[config.mk]
export PLATFORM = sky130hd
export DESIGN_NAME = adc_sample_capture
export DESIGN_NICKNAME = d
export VERILOG_FILES = /design/src/rtl/adc_sample_capture.sv
export SDC_FILE = /design/constraint.sdc
export NUM_CORES = 1
export LEC_CHECK = 0
export BUFFER_PORTS_ARGS = -buffer_cell sky130_fd_sc_hd__buf_2
export CELL_PAD_IN_SITES_DETAIL_PLACEMENT = 1
export CELL_PAD_IN_SITES_GLOBAL_PLACEMENT = 2
export CORE_UTILIZATION = 42
export CTS_CLUSTER_DIAMETER = 120
export DETAILED_ROUTE_END_ITERATION = 7
export HOLD_SLACK_MARGIN = 0.15
export PLACE_DENSITY = 0.91
export SLEW_MARGIN = 20
export SYNTH_ARGS = -nofsm -noshare
export SYNTH_HDL_FRONTEND = slang
export SYNTH_SLANG_ARGS = --single-unit
[constraint.sdc]
create_clock -name CLK -period 3.7 [get_ports CLK]
set_input_delay 0.74 -clock CLK [delete_from_list [all_inputs] [get_ports CLK]]
set_output_delay 0.74 -clock CLK [all_outputs]
set_load 0.02 [all_outputs]
[src/rtl/adc_sample_capture.sv]
// Serial ADC front end: runs one SPI-style conversion frame per START and deserialises the
// 12-bit sample. The sample is presented as two's complement with a one-cycle VALID strobe.
module adc_sample_capture #(
    parameter int CLK_DIV       = 4,
    parameter int FRAME_BITS    = 16,
    parameter int LEAD_BITS     = 4,
    parameter int OFFSET_BINARY = 1
) (
    input  logic        CLK,
    input  logic        RESET_N,
    input  logic        START,
    input  logic        SDATA,
    output logic        SCLK,
    output logic        CS_N,
    output logic        BUSY,
    output logic [11:0] SAMPLE,
    output logic        VALID
);

    localparam int DW = $clog2(CLK_DIV) + 1;
    localparam int BW = $clog2(FRAME_BITS) + 1;

    localparam logic [DW-1:0] DIV_LAST   = DW'(CLK_DIV - 1);
    localparam logic [BW-1:0] BIT_LAST   = BW'(FRAME_BITS);
    localparam logic [BW-1:0] DATA_FIRST = BW'(LEAD_BITS);
    localparam logic [BW-1:0] DATA_END   = BW'(LEAD_BITS + 12);

    typedef enum logic [1:0] {
        IDLE,
        SETUP,
        SHIFT
    } state_e;

    state_e        state_q, state_d;
    logic [DW-1:0] div_q, div_d;
    logic [BW-1:0] bitcnt_q, bitcnt_d;
    logic [11:0]   shreg_q, shreg_d;
    logic [11:0]   sample_q, sample_d;
    logic          sclk_q, sclk_d;
    logic          csn_q, csn_d;
    logic          busy_q, busy_d;
    logic          valid_q, valid_d;
    logic          divDone;

    always_ff @(posedge CLK or negedge RESET_N) begin
        if (!RESET_N) begin
            state_q  <= IDLE;
            div_q    <= '0;
            bitcnt_q <= '0;
            shreg_q  <= '0;
            sample_q <= '0;
            sclk_q   <= 1'b1;
            csn_q    <= 1'b1;
            busy_q   <= 1'b0;
            valid_q  <= 1'b0;
        end else begin
            state_q  <= state_d;
            div_q    <= div_d;
            bitcnt_q <= bitcnt_d;
            shreg_q  <= shreg_d;
            sample_q <= sample_d;
            sclk_q   <= sclk_d;
            csn_q    <= csn_d;
            busy_q   <= busy_d;
            valid_q  <= valid_d;
        end
    end

    assign divDone = (div_q == DIV_LAST);

    // SCLK toggles whenever the divider expires; the low->high toggle is the capture point,
    // since the ADC moved SDATA on the preceding falling edge.
    always_comb begin
        state_d  = state_q;
        div_d    = div_q;
        bitcnt_d = bitcnt_q;
        shreg_d  = shreg_q;
        sample_d = sample_q;
        sclk_d   = sclk_q;
        csn_d    = csn_q;
        busy_d   = busy_q;
        valid_d  = 1'b0;

        unique case (state_q)
            IDLE: begin
                if (START) begin
                    csn_d    = 1'b0;
                    busy_d   = 1'b1;
                    div_d    = '0;
                    bitcnt_d = '0;
                    state_d  = SETUP;
                end
            end
            SETUP: begin
                if (divDone) begin
                    div_d   = '0;
                    sclk_d  = 1'b0;
                    state_d = SHIFT;
                end else begin
                    div_d = div_q + DW'(1);
                end
            end
            SHIFT: begin
                if (!divDone) begin
                    div_d = div_q + DW'(1);
                end else begin
                    div_d = '0;
                    if (!sclk_q) begin
                        sclk_d   = 1'b1;
                        bitcnt_d = bitcnt_q + BW'(1);
                        if (bitcnt_q >= DATA_FIRST && bitcnt_q < DATA_END) begin
                            shreg_d = {shreg_q[10:0], SDATA};
                        end
                    end else if (bitcnt_q == BIT_LAST) begin
                        csn_d    = 1'b1;
                        busy_d   = 1'b0;
                        valid_d  = 1'b1;
                        state_d  = IDLE;
                        sample_d = (OFFSET_BINARY != 0) ? {~shreg_q[11], shreg_q[10:0]} : shreg_q;
                    end else begin
                        sclk_d = 1'b0;
                    end
                end
            end
            default: state_d = IDLE;
        endcase
    end

    assign SCLK   = sclk_q;
    assign CS_N   = csn_q;
    assign BUSY   = busy_q;
    assign SAMPLE = sample_q;
    assign VALID  = valid_q;

endmodule

# --- Word-level counts from Yosys, hierarchy flattened ---
# Cells that the tools add are included.
# Widths: inputs -> output; s select.
word_totals:
  inputBits: 4
  regBits: 38
  output_inout_bits: 16
  wordCells: 69
op_classes:
  n_reduce_logical: 13
  add_sub_neg: 2
  mux: 31
  magnitude_cmp: 2
  bitwise: 2
  eq_ne: 10
ops:
  columns: ["op", "count"]
  rows:
  - ["$mux 1", 15]
  - ["$mux 5", 3]
  - ["$ne 2x2->1 const B", 6]
  - ["$reduce_and 4->1", 3]
  - ["$mux 2", 5]
  - ["$pmux 5 s2", 1]
  - ["$reduce_and 5->1", 2]
  - ["$mux 3", 2]
  - ["$pmux 1 s2", 3]
  - ["$pmux 2 s3", 1]
  - ["$pmux 3 s2", 1]
  - ["$reduce_bool 2->1", 3]
  - ["$add 5x1->5 const B", 1]
  - ["$eq 5x5->1 const B", 1]
  - ["$ge 5x3->1 const B", 1]
  - ["$lt 5x5->1 const B", 1]
  - ["$add 3x1->3 const B", 1]
  - ["$eq 3x2->1 const B", 1]
  - ["$reduce_and 3->1", 1]
  - ["$eq 2x1->1 const B", 1]
  - ["$eq 2x2->1 const B", 1]
  - ["$logic_not 2->1", 1]
  - ["$not 1->1", 2]
  - ["$reduce_and 2->1", 1]
  - ["2 further kinds", 2]

# --- Longest topological paths before layout ---
depth:
  ltp_word: 5
  depth_mapped: 8
  depth_no_buf: 6

# --- Worst setup path before layout ---
# Ideal clock, no wire load.
synth_path:
  path_type: "reg2reg"
  startpoint: "reg div_q[0]"
  endpoint: "reg shreg_q[1]"
  period_less_slack_ps: 1904
  setup_time_ps: 125
  t_arrival_ps: 1779
  t_required_ps: 3575
  stages_incl_launch_ff: 6
  path_buffers: 1
  slack_ps: 1796
  path_cell_list: "dfrtp_1 > ha_1 > or3b_4 > nor4b_4 > buf_6 > mux2_2"
synth_via:
  elab_chain_cells: 2
synth_lines:
  columns: ["element", "line", "text"]
  rows:
  - ["start: declaration", "35", "logic [DW-1:0] div_q, div_d;"]
  - ["start signal: assignment", "58", "div_q <= div_d;"]
  - ["$eq 3x2->1", "69", "assign divDone = (div_q == DIV_LAST);"]
  - ["$reduce_and 4->1 (no line)", null, null]
  - ["end signal: assignment", "60", "shreg_q <= shreg_d;"]
  - ["end: declaration", "37", "logic [11:0] shreg_q, shreg_d;"]
# No other way between the ends.
# A chain may end at the register's enable or synchronous reset.

# --- Worst setup path after layout ---
layout_path:
  startpoint: "reg div_q[0]"
  endpoint: "reg shreg_q[9]"
# Same word-level chain as after synthesis.

==> results.cfg <==
[outcome]
outcome = completed

[worst_setup_path]
path_class = reg2reg
cp_cell_sequence = ha_1 -> or3b_4 -> nor4b_4 -> mux2_2
crit_arrival_ns = 2.45
cp.required_ns = 3.87
crit_slowest_cell = nor4b_4
timing.rr.start = div_q[0]
r2r_end = shreg_q[9]
end_kind = flop
start_kind = flop
crit_fanout = 12
slowest_delay_ns = 0.65
reg2reg_slack_ns = 1.42
reg2reg_depth = 4
cp_top_family = simple AND/OR/NAND/NOR gates
crit_buf_inv = 0

[clock_network]
clock_latency_ns = 0.29
cts_tree = built
cts_setup_buffers = 0
cts_buffers = 5
hold_buffers = 0
cts_max_level = 2
cts_num_sinks = 38
cts.clk_slew.worst_paths_ns = 0.08
ctsResizeCount = 0
root_buffer = clkbuf_8
cts_buffer_depth = 2

[timing]
rsz0062_at_grt = false
tns_ns = 0
post-route-period-util_pct = 61.53
holdWs_ns = 0.4700
tightestPinTransition_ns = 0.8555
clock_skew_ns = 0.005695
slew_viol_final = 0
finalHoldViolCount = 0
maxSlewHeadroom_pct = 42.96
setup_viol = 0
period_minus_slack_ns = 2.276
clock.fmax_mhz = 439.3

[worst_hold_path]
hold_start = shreg_q[11]
whs_endpoint = SAMPLE[11]
hold_path.class = reg2reg
holdPathStages = 1

[routing]
via_per_inst = 5.418
drt-initial-drc-count = 77
via_count = 1127
routedWlPerCell_um = 16.99
routed_wl_um = 3534
dr.pass1.iters = 4
ant_nets = 0
route.detailed.drc = 0

[grt]
grt_overflow_total = 0
grt_pass1_vias = 1199
grt_max_degree = 39
grt_pass1_wl_um = 5940
grt_util_all_layers_pct = 18.29
antenna_found_initial = 0

[yosys]
synthSimpleGateAreaFrac_pct = 9.671
yosys-mux-area-fraction_pct = 19.34
ys_seq_area_share_pct = 53.40
synth_top_family_by_area = multiplexers
syn_area_um2 = 1785
ys_warn_count = 0
synth_xor_area_share_pct = 0
synth-compound-area-share_pct = 8.830
syn_area_per_cell_um2 = 12.94
synth_adder_area_share_pct = 4.905
synthCells = 138
synth.distinct_cells = 33
ys_seq_elements = 38
syn_nets = 149

[cells_and_area]
n_antenna_cell = 0
finalNetCount = 168
drive_gt1_share_pct = 36.71
regArea_um2 = 953.4
multiInputGateArea_um2 = 763.2
syn_to_final_growth_pct = 11.56
nFillCells = 437

[place]
io_buffer_count = 19
gp_congestion = 0.7954
place_hpwl_um = 2519

[die]
rows = 23
core-area_um2 = 4029
die_h_um = 67.20
start_util_pct = 44.32
die_x_um = 67.20
pin_count = 20
die-area_um2 = 4516

[pwr]
peakVddDrop_v = 0.0004141
p_leak_uw = 0.0009881
pwr_density_cell_nw_per_um2 = 568.5

[job]
cap_viol_max_count = 0
[cell type report]
type,instances,area share [%]
clock buffers,6,4.146
clock inverters,2,0.6281
inverters,6,1.131
multi-input cells,87,38.32
flip-flops and latches,38,47.86
well taps,50,3.141
repair buffers,19,4.774
[flip-flops by register name, indices dropped and copies added (netlist names)]
name,count
div_q,3
shreg_q,12
bitcnt_q,5
BUSY,1
VALID,1
SAMPLE,12
state_q,2
CS_N,1
SCLK,1
[layout by cell type, fill, tap and decap left out, types with 2 or more instances in the layout]
| cell | count |
|---|---|
| a21boi_0 | 2 |
| mux2i_1 | 3 |
| inv_1 | 6 |
| buf_2 | 19 |
| and3_1 | 2 |
| mux2_1 | 2 |
| nand2b_1 | 2 |
| nor2_1 | 5 |
| nand3_1 | 4 |
| dfrtp_1 | 36 |
| clkbuf_8 | 6 |
| nor2b_1 | 3 |
| nand2_1 | 5 |
| mux2_2 | 26 |
| o21ai_0 | 4 |
| a22o_1 | 6 |
| ha_1 | 7 |
| a21oi_1 | 4 |
| dfstp_2 | 2 |
[cell families (layout without fill, tap and decap cells)]
| family | after synthesis | in the layout |
|---|---|---|
| adders and majority gates | 7 | 7 |
| buffers and inverters | 13 | 33 |
| and+or+nand+nor | 27 | 27 |
| muxes | 31 | 31 |
| DFF | 38 | 38 |
| AOI/OAI and AO/OA | 22 | 22 |
[metrics by stage]
step	total power, uW	worst slack [ns]	area, um^2	utilization, %	instances
global route	1210	1.255	1992	49.44	208
detailed placement	841.8	1.412	1897	47.08	200
global placement	816.5	1.500	1897	47.08	200
finish	1132	1.424	1992	49.44	208
floorplan	755.3	1.796	1785	-	138
CTS	1146	1.394	1992	49.44	208
[per-layer routing]
metal,track usage (%),part of all wire (%),routed length [um],up-vias
met3,3.716,2.7,94,4
li1,-,-,-,526
met2,33.38,52,1843,19
met4,6.383,1.0,36,0
met1,20.99,44,1559,578
met5,0,0,0,-
[worst register-to-register path, cell delays in order (launching register included)]
cell,delay [ns]
dfrtp_1,0.42
ha_1,0.24
or3b_4,0.45
nor4b_4,0.65
mux2_2,0.42
[worst max path at each step]
| stage | start | to | slack, ns | cells after the start |
|---|---|---|---|---|
| floorplan | div_q[0] | shreg_q[1] | 1.80 | 5 |
| global placement | div_q[0] | shreg_q[5] | 1.50 | 4 |
| detailed placement | div_q[0] | shreg_q[9] | 1.41 | 4 |
| CTS | div_q[0] | shreg_q[9] | 1.39 | 4 |
| global route | div_q[0] | shreg_q[5] | 1.26 | 4 |
| finish | div_q[0] | shreg_q[9] | 1.42 | 4 |
[cell usage after synthesis]
cell,number,share of area (%)
dfrtp_1,36,50
mux2_2,26,16
ha_1,7,4.9
a22o_1,6,2.9
inv_1,6,1.3
nand2_1,5,1.1
nor2_1,5,1.1
a21oi_1,4,1.1
nand3_1,4,1.1
o21ai_0,4,1.1
clkbuf_1,3,0.63
mux2i_1,3,1.7
nor2b_1,3,1.1
a21boi_0,2,0.84
and3_1,2,0.70
buf_6,2,1.3
dfstp_2,2,2.9
mux2_1,2,1.3
nand2b_1,2,0.70
a2111o_1,1,0.63
a31oi_1,1,0.35
buf_2,1,0.28
buf_4,1,0.42
nand4_1,1,0.35
nor4_2,1,0.70
nor4b_4,1,1.3
nor4bb_1,1,0.56
o211ai_1,1,0.42
o21a_1,1,0.42
o221ai_1,1,0.49
o2bb2ai_1,1,0.49
or2b_1,1,0.42
or3b_4,1,0.63
[power by group]
group / total, uW / internal, uW / leakage (uW) / switching (uW)
logic: 347 / 150 / 0.000429 / 197
clock network: 296 / 150 / 0.0000472 / 146
registers: 489 / 452 / 0.000512 / 37.5
No activity file was read; power rests on OpenSTA's default activity.
